[config.mk]
export PLATFORM = sky130hd
export DESIGN_NAME = systolic_seq_ctrl
export DESIGN_NICKNAME = d
export VERILOG_FILES = /design/src/rtl/systolic_ctrl_pkg.sv /design/src/rtl/systolic_addr_gen.sv /design/src/rtl/systolic_seq_ctrl.sv
export SDC_FILE = /design/constraint.sdc
export NUM_CORES = 1
export LEC_CHECK = 0
export CAP_MARGIN = 20
export CORE_MARGIN = 5
export CORE_UTILIZATION = 49
export DETAILED_ROUTE_END_ITERATION = 16
export PLACE_DENSITY = 0.76
export SLEW_MARGIN = 25
export SYNTH_ARGS = -nofsm -noshare
export SYNTH_HDL_FRONTEND = slang
export SYNTH_SLANG_ARGS = --single-unit
[constraint.sdc]
create_clock -name clk -period 9.1 [get_ports clk]
set_clock_uncertainty 0.2 [all_clocks]
set_input_delay 1.365 -clock clk [delete_from_list [all_inputs] [get_ports clk]]
set_output_delay 1.365 -clock clk [all_outputs]
set_load 0.01 [all_outputs]
[src/rtl/systolic_ctrl_pkg.sv]
// Shared types for the systolic array sequencer: FSM states, latched command and mode encoding.
package systolic_ctrl_pkg;

   localparam int SEQ_K_W    = 8;
   localparam int SEQ_ADDR_W = 10;

   localparam logic MODE_OS = 1'b1;
   localparam logic MODE_WS = 1'b0;

   typedef enum logic [2:0] {
      IDLE,
      LOAD,
      COMPUTE,
      DRAIN,
      DONE
   } seq_state_e;

   typedef struct packed {
      logic                  mode;
      logic [SEQ_K_W-1:0]    k;
      logic [SEQ_ADDR_W-1:0] a_base;
      logic [SEQ_ADDR_W-1:0] b_base;
   } seq_cmd_t;

endpackage

[src/rtl/systolic_addr_gen.sv]
// Operand buffer address generator: loads a base, then steps up or down per read, wrapping mod 2^ADDR_W.
module systolic_addr_gen #(
   parameter int ADDR_W = 10
) (
   input  logic              clk,
   input  logic              rst_n,
   input  logic              load,
   input  logic [ADDR_W-1:0] base,
   input  logic              step,
   input  logic              down,
   output logic [ADDR_W-1:0] addr
);

   logic [ADDR_W-1:0] addr_reg;
   logic [ADDR_W-1:0] addr_next;

   // The base is bypassed onto addr in the load cycle so the first read needs no setup cycle.
   always_comb begin
      addr      = load ? base : addr_reg;
      addr_next = addr;
      if (step) begin
         addr_next = down ? (addr - ADDR_W'(1)) : (addr + ADDR_W'(1));
      end
   end

   always_ff @(posedge clk or negedge rst_n) begin
      if (!rst_n) begin
         addr_reg <= '0;
      end else begin
         addr_reg <= addr_next;
      end
   end

endmodule

[src/rtl/systolic_seq_ctrl.sv]
// GEMM-tile sequencer for an NxN systolic MAC array (WS and OS runs).
// Optional SYSTOLIC_SEQ_PERF_EN adds the saturating busy-cycle counter perf_cycles.
module systolic_seq_ctrl
   import systolic_ctrl_pkg::*;
#(
   parameter int N      = 4,
   parameter int K_W    = SEQ_K_W,
   parameter int ADDR_W = SEQ_ADDR_W
) (
   input  logic              clk,
   input  logic              rst_n,
   input  logic              cmd_valid,
   output logic              cmd_ready,
   input  logic              cmd_mode,
   input  logic [K_W-1:0]    cmd_k,
   input  logic [ADDR_W-1:0] cmd_a_base,
   input  logic [ADDR_W-1:0] cmd_b_base,
   output logic              a_rd_en,
   output logic [ADDR_W-1:0] a_rd_addr,
   output logic              b_rd_en,
   output logic [ADDR_W-1:0] b_rd_addr,
   output logic              arr_mode,
   output logic              arr_state,
   output logic              sum_zero,
   output logic              res_valid,
   output logic [K_W-1:0]    res_idx,
   output logic              busy,
   output logic              done
`ifdef SYSTOLIC_SEQ_PERF_EN
   ,
   output logic [31:0]       perf_cycles
`endif
);

   // Wide enough for K plus the OS skew tail (K+2N-2) without wrapping.
   localparam int CNT_W = K_W + 1 + $clog2(N);

   seq_state_e       state_reg, state_next;
   seq_cmd_t         cmd_reg;
   logic [CNT_W-1:0] cnt_reg, cnt_next, last_cnt, k_ext;
   logic             accept;
   logic             arr_state_next, sum_zero_next;
   logic [2*N:0]     ws_pipe_reg;
   logic             os_res_reg;
   logic [K_W-1:0]   idx_reg;

   logic              ag_load;
   logic [ADDR_W-1:0] ag_base [2];
   logic [ADDR_W-1:0] ag_addr [2];
   logic              ag_step [2];
   logic              ag_down [2];

   assign k_ext = CNT_W'(cmd_reg.k);

   always_comb begin
      state_next     = state_reg;
      cnt_next       = cnt_reg + CNT_W'(1);
      last_cnt       = '0;
      accept         = 1'b0;
      cmd_ready      = 1'b0;
      busy           = 1'b0;
      done           = 1'b0;
      a_rd_en        = 1'b0;
      b_rd_en        = 1'b0;
      arr_state_next = 1'b0;
      sum_zero_next  = 1'b0;
      unique case (state_reg)
         IDLE: begin
            cmd_ready = 1'b1;
            cnt_next  = '0;
            if (cmd_valid) begin
               accept     = 1'b1;
               state_next = (cmd_k == '0) ? DONE : LOAD;
            end
         end
         LOAD: begin
            busy = 1'b1;
            if (cmd_reg.mode == MODE_WS) begin
               b_rd_en  = 1'b1;
               last_cnt = CNT_W'(N - 1);
            end else begin
               sum_zero_next = 1'b1;
            end
            if (cnt_reg == last_cnt) begin
               state_next = COMPUTE;
               cnt_next   = '0;
            end
         end
         COMPUTE: begin
            busy           = 1'b1;
            arr_state_next = 1'b1;
            if (cmd_reg.mode == MODE_WS) begin
               a_rd_en       = 1'b1;
               sum_zero_next = 1'b1;
               last_cnt      = k_ext - CNT_W'(1);
            end else begin
               a_rd_en  = (cnt_reg < k_ext);
               b_rd_en  = (cnt_reg < k_ext);
               last_cnt = k_ext + CNT_W'(2 * N - 3);
            end
            if (cnt_reg == last_cnt) begin
               state_next = DRAIN;
               cnt_next   = '0;
            end
         end
         DRAIN: begin
            busy          = 1'b1;
            sum_zero_next = 1'b1;
            if (cmd_reg.mode == MODE_WS) begin
               arr_state_next = 1'b1;
               last_cnt       = CNT_W'(2 * N - 2);
            end else begin
               last_cnt = CNT_W'(N - 1);
            end
            if (cnt_reg == last_cnt) begin
               state_next = DONE;
            end
         end
         DONE: begin
            done       = 1'b1;
            cnt_next   = '0;
            state_next = IDLE;
         end
         default: begin
            state_next = IDLE;
         end
      endcase
   end

   // Both generators take their base in the first LOAD cycle; WS weights are fetched last row first.
   assign ag_load    = (state_reg == LOAD) && (cnt_reg == '0);
   assign ag_base[0] = ADDR_W'(cmd_reg.a_base);
   assign ag_base[1] = (cmd_reg.mode == MODE_WS) ? (ADDR_W'(cmd_reg.b_base) + ADDR_W'(N - 1))
                                                 : ADDR_W'(cmd_reg.b_base);
   assign ag_step[0] = a_rd_en;
   assign ag_step[1] = b_rd_en;
   assign ag_down[0] = 1'b0;
   assign ag_down[1] = (cmd_reg.mode == MODE_WS);

   generate
      for (genvar gi = 0; gi < 2; gi++) begin : g_addr
         systolic_addr_gen #(
            .ADDR_W (ADDR_W)
         ) u_addr_gen (
            .clk   (clk),
            .rst_n (rst_n),
            .load  (ag_load),
            .base  (ag_base[gi]),
            .step  (ag_step[gi]),
            .down  (ag_down[gi]),
            .addr  (ag_addr[gi])
         );
      end
   endgenerate

   assign a_rd_addr = ag_addr[0];
   assign b_rd_addr = ag_addr[1];

   always_ff @(posedge clk or negedge rst_n) begin
      if (!rst_n) begin
         state_reg   <= IDLE;
         cnt_reg     <= '0;
         cmd_reg     <= '0;
         arr_state   <= 1'b0;
         sum_zero    <= 1'b0;
         arr_mode    <= 1'b0;
         ws_pipe_reg <= '0;
         os_res_reg  <= 1'b0;
         idx_reg     <= '0;
      end else begin
         state_reg <= state_next;
         cnt_reg   <= cnt_next;
         if (accept) begin
            cmd_reg <= '{mode:   cmd_mode,
                         k:      SEQ_K_W'(cmd_k),
                         a_base: SEQ_ADDR_W'(cmd_a_base),
                         b_base: SEQ_ADDR_W'(cmd_b_base)};
         end
         arr_state <= arr_state_next;
         sum_zero  <= sum_zero_next;
         arr_mode  <= busy & cmd_reg.mode;
         // WS results emerge from the bottom row 2N+1 cycles after the A vector was read.
         ws_pipe_reg <= {ws_pipe_reg[2*N-1:0], a_rd_en & (cmd_reg.mode == MODE_WS)};
         os_res_reg  <= (state_reg == DRAIN) && (cmd_reg.mode == MODE_OS);
         if (accept) begin
            idx_reg <= '0;
         end else if ((state_reg == DRAIN) && (cmd_reg.mode == MODE_OS)) begin
            idx_reg <= K_W'(N - 1) - K_W'(cnt_reg);
         end else if (ws_pipe_reg[2*N]) begin
            idx_reg <= idx_reg + K_W'(1);
         end
      end
   end

   assign res_valid = ws_pipe_reg[2*N] | os_res_reg;
   assign res_idx   = res_valid ? idx_reg : '0;

`ifdef SYSTOLIC_SEQ_PERF_EN
   always_ff @(posedge clk or negedge rst_n) begin
      if (!rst_n) begin
         perf_cycles <= '0;
      end else if (busy && (perf_cycles != '1)) begin
         perf_cycles <= perf_cycles + 32'd1;
      end
   end
`endif

endmodule

==> results.env <==
INITIAL_ANTENNA_VIOLATION_COUNT=0
NUMBER_OF_PORTS_PLACED_ON_THE_DIE_BOUNDARY=69
YOSYS.AREA_SHARE.SIMPLE_PCT=21.0
NUM_VIAS=4242
FINAL-SETUP-VIOL-COUNT=0
CTS.REPORTEDPATHS.CLKPINSLEW_NS=0.08
WORST_EP_REQUIRED_TIME_NS=7.54
SYNTH.LIB_CELLS_USED.DISTINCT=57
MAXCAPVIOLCOUNT=0
CRIT_PATH_CELL_TRACE='nor4b_1 > and4_1 > nor2_1 > a21o_1 > inv_1 > clkdlybuf4s50_1'
SLEW-LIMIT-HEADROOM_PCT=38.4
WORSTSETUPSTARTPOINTTYPE='register'
YOSYS_WARNINGS=0
ROUTE.LAYER.MET1.WL_UM=5350
SYNTH-ADDER-AREA-SHARE_PCT=6.38
PER_CELL_ROUTED_WIRE_LENGTH_UM=15.9
CRITICAL_PATH.ENDPOINT='b_rd_addr[9]'
REGTOREGSETUPSLACK_NS=5.13
ROUTE.DETAILED.DRC=0
YS_ASYNC_SR_FRACTION_PCT=100
DRTANTENNAVIOLNETS=0
POWER.SHARE.COMBINATIONAL_PCT=61.4
FINAL_NETS=667
FIN_CRIT_SH_PCT=51.4
SYNTH_CELLS=556
SLEW_VIOLATIONS=0
ROW_COUNT=37
CLKSINKCOUNT=84
CTS-ROOT-BUF='sky130_fd_sc_hd__clkbuf_8'
AREA_GROWTH_PCT=17.6
FLOORPLAN.INITIALDENSITY_PCT=50.3
TIGHTESTPINTRANSITION_NS=0.924
WORST_HOLD_PATH.NUM_CELLS=0
PORTBUFFERS=68
POST_DRT_VIA_CELL_RATIO=5.66
FRACTION_OF_THE_MAPPED_NETLIST_AREA_IN_COMPOUND_GATES_PCT=11.9
CRITICAL_PATH.MAX_FANOUT=17
MET3WIRELENGTH_UM=674
WORST_SETUP_PATH_END_KIND='output port'
SETUP_TNS_NS=0
POST-PLACE-CELLS=734
SYNTH_FP_NETS=614
MET2WIRELENGTH_UM=5670
INTERNAL_POWER_W=0.00135
SYNTHFLOPTYPE='sky130_fd_sc_hd__dfrtp_1'
RSZ0062_AT_GRT='no'
MUX_SHARE_OF_POST_SYNTHESIS_CELL_AREA_PCT=6.21
PWR-SHARE-SEQ_PCT=28.4
PLACEDINSTANCEAREA_UM2=5960
ROUTED_WIRELENGTH_UM=11900
FINAL.MIN_CLOCK_PERIOD_NS=4.68
MAX_REG_FLOPS=20
WORSTREG2REGEND='g_addr[1].u_addr_gen.addr_reg[5]$_DFF_PN0_'
CRITICAL-PATH-SLOWEST-CELL='sky130_fd_sc_hd__and4_1'
TIMING.FMAX_MHz=214
FIRST_PASS_GRT_WIRE_LENGTH_UM=20200
REGISTER_AREA_UM2=2100
POWER_DENSITY_nW_PER_UM2=398
DPL.HPWL_UM=8790
ANTENNADIODECOUNT=0
CLOCK_PATH_BUFFERS=2
GRT_OVERFLOW_TOTAL=0
DOMINANT_COMBINATIONAL_CELL_FAMILY_BY_AREA_AFTER_SYNTHESIS='simple AND/OR/NAND/NOR gates'
TIMING.CRITICAL_PATH.DEPTH=6
FINAL_COMMON_CELL='sky130_fd_sc_hd__dfrtp_1'
DRT-INITIAL-DRC-COUNT=309
REG2REGPATHDEPTH=11
DIE_AREA_UM2=12800
GPL.FINAL_WEIGHTED_CONGESTION=0.879
MULTI_INPUT_AREA_UM2=2870
PATH_DELAY_FAMILY='simple AND/OR/NAND/NOR gates'
RUN_STATUS='finished, final reports clean'
POSTSYNTHREGISTERBITS=84
GRT_UTIL_ALL_LAYERS_PCT=19.4
CTS.REPAIR.RESIZED=0
SYNTH_ENABLE_FLOP_CELLS=0
FIRSTDRTPASSITERS=5
DIE_HEIGHT_UM=113
LAYOUT_CELL_SHARE_WITH_DRIVE_STRENGTH_BEYOND_1_PCT=9.12
POSTCTSSETUPBUFFERS=0
N_FILL_CELL=914
SWITCHING_FRACTION_OF_TOTAL_POWER_PCT=44.5
FIN_CELLS=750
SYNTH.CELL_AREA_UM2=5220
SYNTHXORXNORAREAFRAC_PCT=9.57
SYN_AREA_PER_CELL_UM2=9.38
CTS.HTREE.LEVELS=3
CRITPATHKIND='reg2out'
CORE_UM2=10400
MOSTFREQUENTLAYOUTCELLS='sky130_fd_sc_hd__dfrtp_1, sky130_fd_sc_hd__nand2_1, sky130_fd_sc_hd__clkdlybuf4s50_1'
CRITPATHMAXSTAGEDELAY_NS=0.72
HOLD_VIOL=0
GRT_START_MAX_NET_PINS=53
WORST_EP_ARRIVAL_TIME_NS=3.12
CP-STARTPOINT='state_reg[0]$_DFFE_PN0P_'
TOTAL_LEAKAGE_POWER_nW=2.64
CTS_BUFFERS=9
WORSTREG2REGSTART='state_reg[0]$_DFFE_PN0P_'
FINAL_HOLD_SLACK_NS=0.153
NET-SWITCHING-POWER_W=0.00109
TIMING.CRITICAL_PATH.BUF_INV=2
FIRST_GLOBAL_VIAS=4141
FINAL_CELL_AREA_UM2=6140
HOLDBUFCOUNTCTS=0
TOP_SIGNAL_LAYER_USED='met4'
CLOCKPOWERSHARE_PCT=10.1
INSERTION_DELAY_TO_THE_LATER_SINK_OF_THE_WORST_SKEW_PAIR_NS=0.37
POWER.IR.VDD_WORST_mV=0.183
HOLDCRITPATHCLASS='reg2reg'
SYNTH_SEQ_AREA_SHARE_PCT=40.3
TRITONCTS='yes'
DIE_X_UM=113
layer usage:
layer,vias to the layer above,track usage [%]
li1,2050,-
met1,2034,26.8
met2,136,31.1
met3,22,3.64
met4,0,5.85
met5,-,0
how the worst min path moves through the flow:
stage | from | endpoint
finish | ws_pipe_reg[0]$_DFF_PN0_ | ws_pipe_reg[1]$_DFF_PN0_
global route | ws_pipe_reg[6]$_DFF_PN0_ | ws_pipe_reg[7]$_DFF_PN0_
global placement | ws_pipe_reg[3]$_DFF_PN0_ | ws_pipe_reg[4]$_DFF_PN0_
CTS | ws_pipe_reg[3]$_DFF_PN0_ | ws_pipe_reg[4]$_DFF_PN0_
floorplan | ws_pipe_reg[0]$_DFF_PN0_ | ws_pipe_reg[1]$_DFF_PN0_
detailed placement | ws_pipe_reg[3]$_DFF_PN0_ | ws_pipe_reg[4]$_DFF_PN0_
layout make-up:
type                            instances  share of cell area, %
Clock buffer                           12                   2.36
Clock inverter                          4                  0.530
Timing Repair Buffer                   71                   11.7
Tap cell                              136                   2.77
Multi-Input combinational cell        418                   46.8
Sequential cell                        84                   34.3
Inverter                               25                   1.53
per-stage QoR:
step           setup slack, ns  power [W]  util, %
6_report                  4.42    0.00244     59.2
5_1_grt                   4.29    0.00266     59.2
4_1_cts                   4.45    0.00244     59.2
3_5_place_dp              4.88    0.00218     57.5
3_3_place_gp              4.97    0.00214     57.2
2_1_floorplan             5.31    0.00173        -
Yosys cell counts, types with 2 or more instances:
cell type,n,area [um2]
sky130_fd_sc_hd__dfrtp_1,84,2100
sky130_fd_sc_hd__nand2_1,68,255
sky130_fd_sc_hd__nor2_1,46,173
sky130_fd_sc_hd__xnor2_1,37,324
sky130_fd_sc_hd__o21ai_0,28,140
sky130_fd_sc_hd__ha_1,25,313
sky130_fd_sc_hd__inv_1,25,93.8
sky130_fd_sc_hd__mux2_2,23,259
sky130_fd_sc_hd__nand3_1,20,100
sky130_fd_sc_hd__xor2_1,20,175
sky130_fd_sc_hd__a21oi_1,16,80.1
sky130_fd_sc_hd__clkbuf_1,16,60.1
sky130_fd_sc_hd__nand4_1,14,87.6
sky130_fd_sc_hd__a211oi_1,10,75.1
sky130_fd_sc_hd__nor2b_1,10,62.6
sky130_fd_sc_hd__buf_2,9,45.0
sky130_fd_sc_hd__and3_1,8,50.1
sky130_fd_sc_hd__nor3_1,7,35.0
sky130_fd_sc_hd__nor4_1,7,43.8
sky130_fd_sc_hd__a21o_1,5,37.5
sky130_fd_sc_hd__mux2i_1,5,50.1
sky130_fd_sc_hd__o2111ai_1,5,43.8
sky130_fd_sc_hd__and2_1,4,25.0
sky130_fd_sc_hd__buf_6,4,45.0
sky130_fd_sc_hd__nand2b_1,4,25.0
sky130_fd_sc_hd__o21a_1,4,30.0
sky130_fd_sc_hd__or3_1,4,25.0
sky130_fd_sc_hd__a31o_2,3,26.3
sky130_fd_sc_hd__and3b_1,3,26.3
sky130_fd_sc_hd__and4_1,3,26.3
sky130_fd_sc_hd__nor4b_1,3,26.3
sky130_fd_sc_hd__or2_2,3,18.8
sky130_fd_sc_hd__a211o_1,2,17.5
sky130_fd_sc_hd__a211oi_2,2,25.0
sky130_fd_sc_hd__a31oi_1,2,12.5
sky130_fd_sc_hd__nor3b_1,2,15.0
sky130_fd_sc_hd__o211ai_1,2,15.0
sky130_fd_sc_hd__o21bai_1,2,15.0
sky130_fd_sc_hd__o22ai_1,2,12.5
sky130_fd_sc_hd__or4_1,2,15.0
kinds of logic (layout without fill, tap and decap cells):
| logic type | after synthesis | count (layout) |
|---|---|---|
| and+or+nand+nor | 215 | 215 |
| muxes | 29 | 29 |
| xor gates and xnor gates | 57 | 57 |
| DFF | 84 | 84 |
| buffers and inverters | 54 | 112 |
| adders and majority gates | 26 | 26 |
| AOI/OAI and AO/OA | 91 | 91 |
power groups by stage:
stage	registers [W]	clock network, W	logic, W
floorplan	0.000642	0	0.00109
global placement	0.000689	0	0.00145
detailed placement	0.000698	0	0.00148
CTS	0.000691	0.000255	0.00150
global route	0.000720	0.000274	0.00166
finish	0.000693	0.000248	0.00150
(Power assumes the default switching activity.)
==> variant: new RTL, config.mk and constraints unchanged <==
`SEQ_ADDR_W`: 10 -> 11.
--- a/src/rtl/systolic_ctrl_pkg.sv
+++ b/src/rtl/systolic_ctrl_pkg.sv
@@ -4,3 +4,3 @@
    localparam int SEQ_K_W    = 8;
-   localparam int SEQ_ADDR_W = 10;
+   localparam int SEQ_ADDR_W = 11;
 
Interface: changed (resized a_rd_addr, b_rd_addr, cmd_a_base and cmd_b_base); port bits go from 69 to 73. No check against the original RTL was run, so the function may have changed too.
==> variant against the original RTL <==
- area after synthesis is 1.4% higher
- power increased by 1.6%
- design area up 3.1%
- sequential power rose by 3.2%
- via count shrank 1.2%
- largest power group unchanged
- non-clock buffer count rose by 5
- setup slack lost 0.35 ns
- sequential cell count rose by 4
- largest cell class unchanged
- critical path depth is the same
- routed wire length increased by 2.3%
==> variant: results (changes against the original RTL) <==
[route]
drt_wl_total_um=12200  ; +2.3%
vias=4191  ; -1.2%
dr.pass1.iters=6  ; +1
drt_iter0_drc=258  ; -17%

[critical_path]
path_max_fanout=14  ; -3
slowest_stage=o21ai_0
cp.arrival_ns=3.47  ; +0.35 ns
critPathTopFamily=simple AND/OR/NAND/NOR gates
cpPeakStageDelay_ns=0.64  ; -0.08 ns

[clocking]
numCtsBuffers=9  ; unchanged
cts_setup_buffers=0  ; unchanged
cts_root_buffer=clkbuf_8
cts.clk_slew.worst_paths_ns=0.09
max-clock-path-buffers=2  ; unchanged
cts_resized=0  ; unchanged
htreeDepth=3  ; unchanged
clk_latency_ns=0.37  ; about the same

[pwr]
cellLeakagePower_nw=2.72  ; +3.1%
switching_share_pct=42.9  ; -1.6 points
max-vdd-ir-drop_mv=0.349  ; +90%
powerSeq_w=0.000715  ; +3.2%
combPwrFrac_pct=59.0  ; -2.4 points

[synthesis]
synth_compound_area_share_pct=11.8  ; -0.098 points
async_flop_share_pct=100  ; unchanged
synthTopCellsByArea=dfrtp_1 42%, ha_1 6.1%, xnor2_1 6.0%, mux2_2 5.7%, nand2_1 4.8%
synth_xor_xnor_area_share_pct=9.93  ; +0.36 points
synthAdderAreaFrac_pct=6.52  ; +0.15 points
synth_mux_area_share_pct=6.88  ; +0.67 points
synthDistinctLibCells=52  ; -8.8%
yosysSeqAreaShare_pct=41.6  ; +1.3 points
synth_commonest_cells=88 x dfrtp_1, 67 x nand2_1, 46 x nor2_1
synth_fp_nets=629  ; +2.4%
ys.warnings.count=0  ; unchanged

[placed_design]
io_buffers=72  ; +5.9%
place_congestion=0.906  ; +3.1%
dpl.hpwl_um=8910  ; +1.4%
place_worst_setup_slack_ns=4.51  ; -0.365 ns

[finish]
nFillCells=930  ; +1.8%
drive_above_1_share_pct=9.02  ; -0.10 points
diodes=0  ; unchanged
largest_reg_flops=22  ; +10%
nets=688  ; +3.1%

[status]
status=finished, final reports clean

[min_path]
hold_class=flop to flop

[global_routing]
grt_antenna_before_repair=0  ; unchanged
grt_max_degree=65  ; +23%
groute.usage.overall_pct=19.5  ; +0.11 points
grt_pass1_wl_um=20200  ; +0.24%

[timing]
hold_viol=0  ; unchanged
worst_slew_pin_slew_ns=1.00  ; +0.0765 ns

## variant: changes by cell type in the layout (fill, tap and decap cells not counted), sizes merged, moves of 4 or more
cell / before / now
xor2: 20 / 24
dfrtp: 84 / 88
nor3: 7 / 15
nor4: 8 / 2
clkdlybuf4s50: 67 / 71
a21oi: 16 / 29
nor2b: 10 / 14
nand4: 14 / 8
o2111ai: 5 / 0
## variant: path summary, 6_finish.rpt
kind,startpoint,endpoint,slack [ns],depth (start not counted)
min in group asynchronous,rst_n,cmd_reg[24],0.68,1
setup / recovery,cnt_reg[2],b_rd_addr[1],4.07,6
hold reg to reg,ws_pipe_reg[4],ws_pipe_reg[5],0.15,0
setup reg to reg,cnt_reg[2],g_addr[1].u_addr_gen.addr_reg[8],4.75,14
max in group asynchronous,rst_n,ws_pipe_reg[8],6.90,2
hold / removal,ws_pipe_reg[4],ws_pipe_reg[5],0.15,0
## variant: per-layer routing
metal  vias up  global-route usage (%)  share of wire (%)
met3        19                    3.93                4.7
met1      1986                    24.5                 44
met4         0                    7.92                2.4
met5         -                       0                  0
met2        93                    32.8                 49
li1       2093                       -                  -
## variant: through the flow
step,util (%),total power (W),instance area [um^2],instances
final,59.1,0.00248,6330,772
after global routing,59.1,0.00269,6330,772
after CTS,59.0,0.00249,6310,772
after detailed placement,57.0,0.00217,6090,756
after global placement,57.0,0.00214,6090,756
after floorplan,-,0.00172,5290,568
## variant: final cells by class
type	count	area, um^2	area share (%)
well taps	140	175	2.77
clock inverters	6	92.6	1.46
multi-input cells	426	2880	45.6
flip-flops and latches	88	2200	34.8
inverters	26	97.6	1.54
clock buffers	10	128	2.02
repair buffers	76	748	11.8
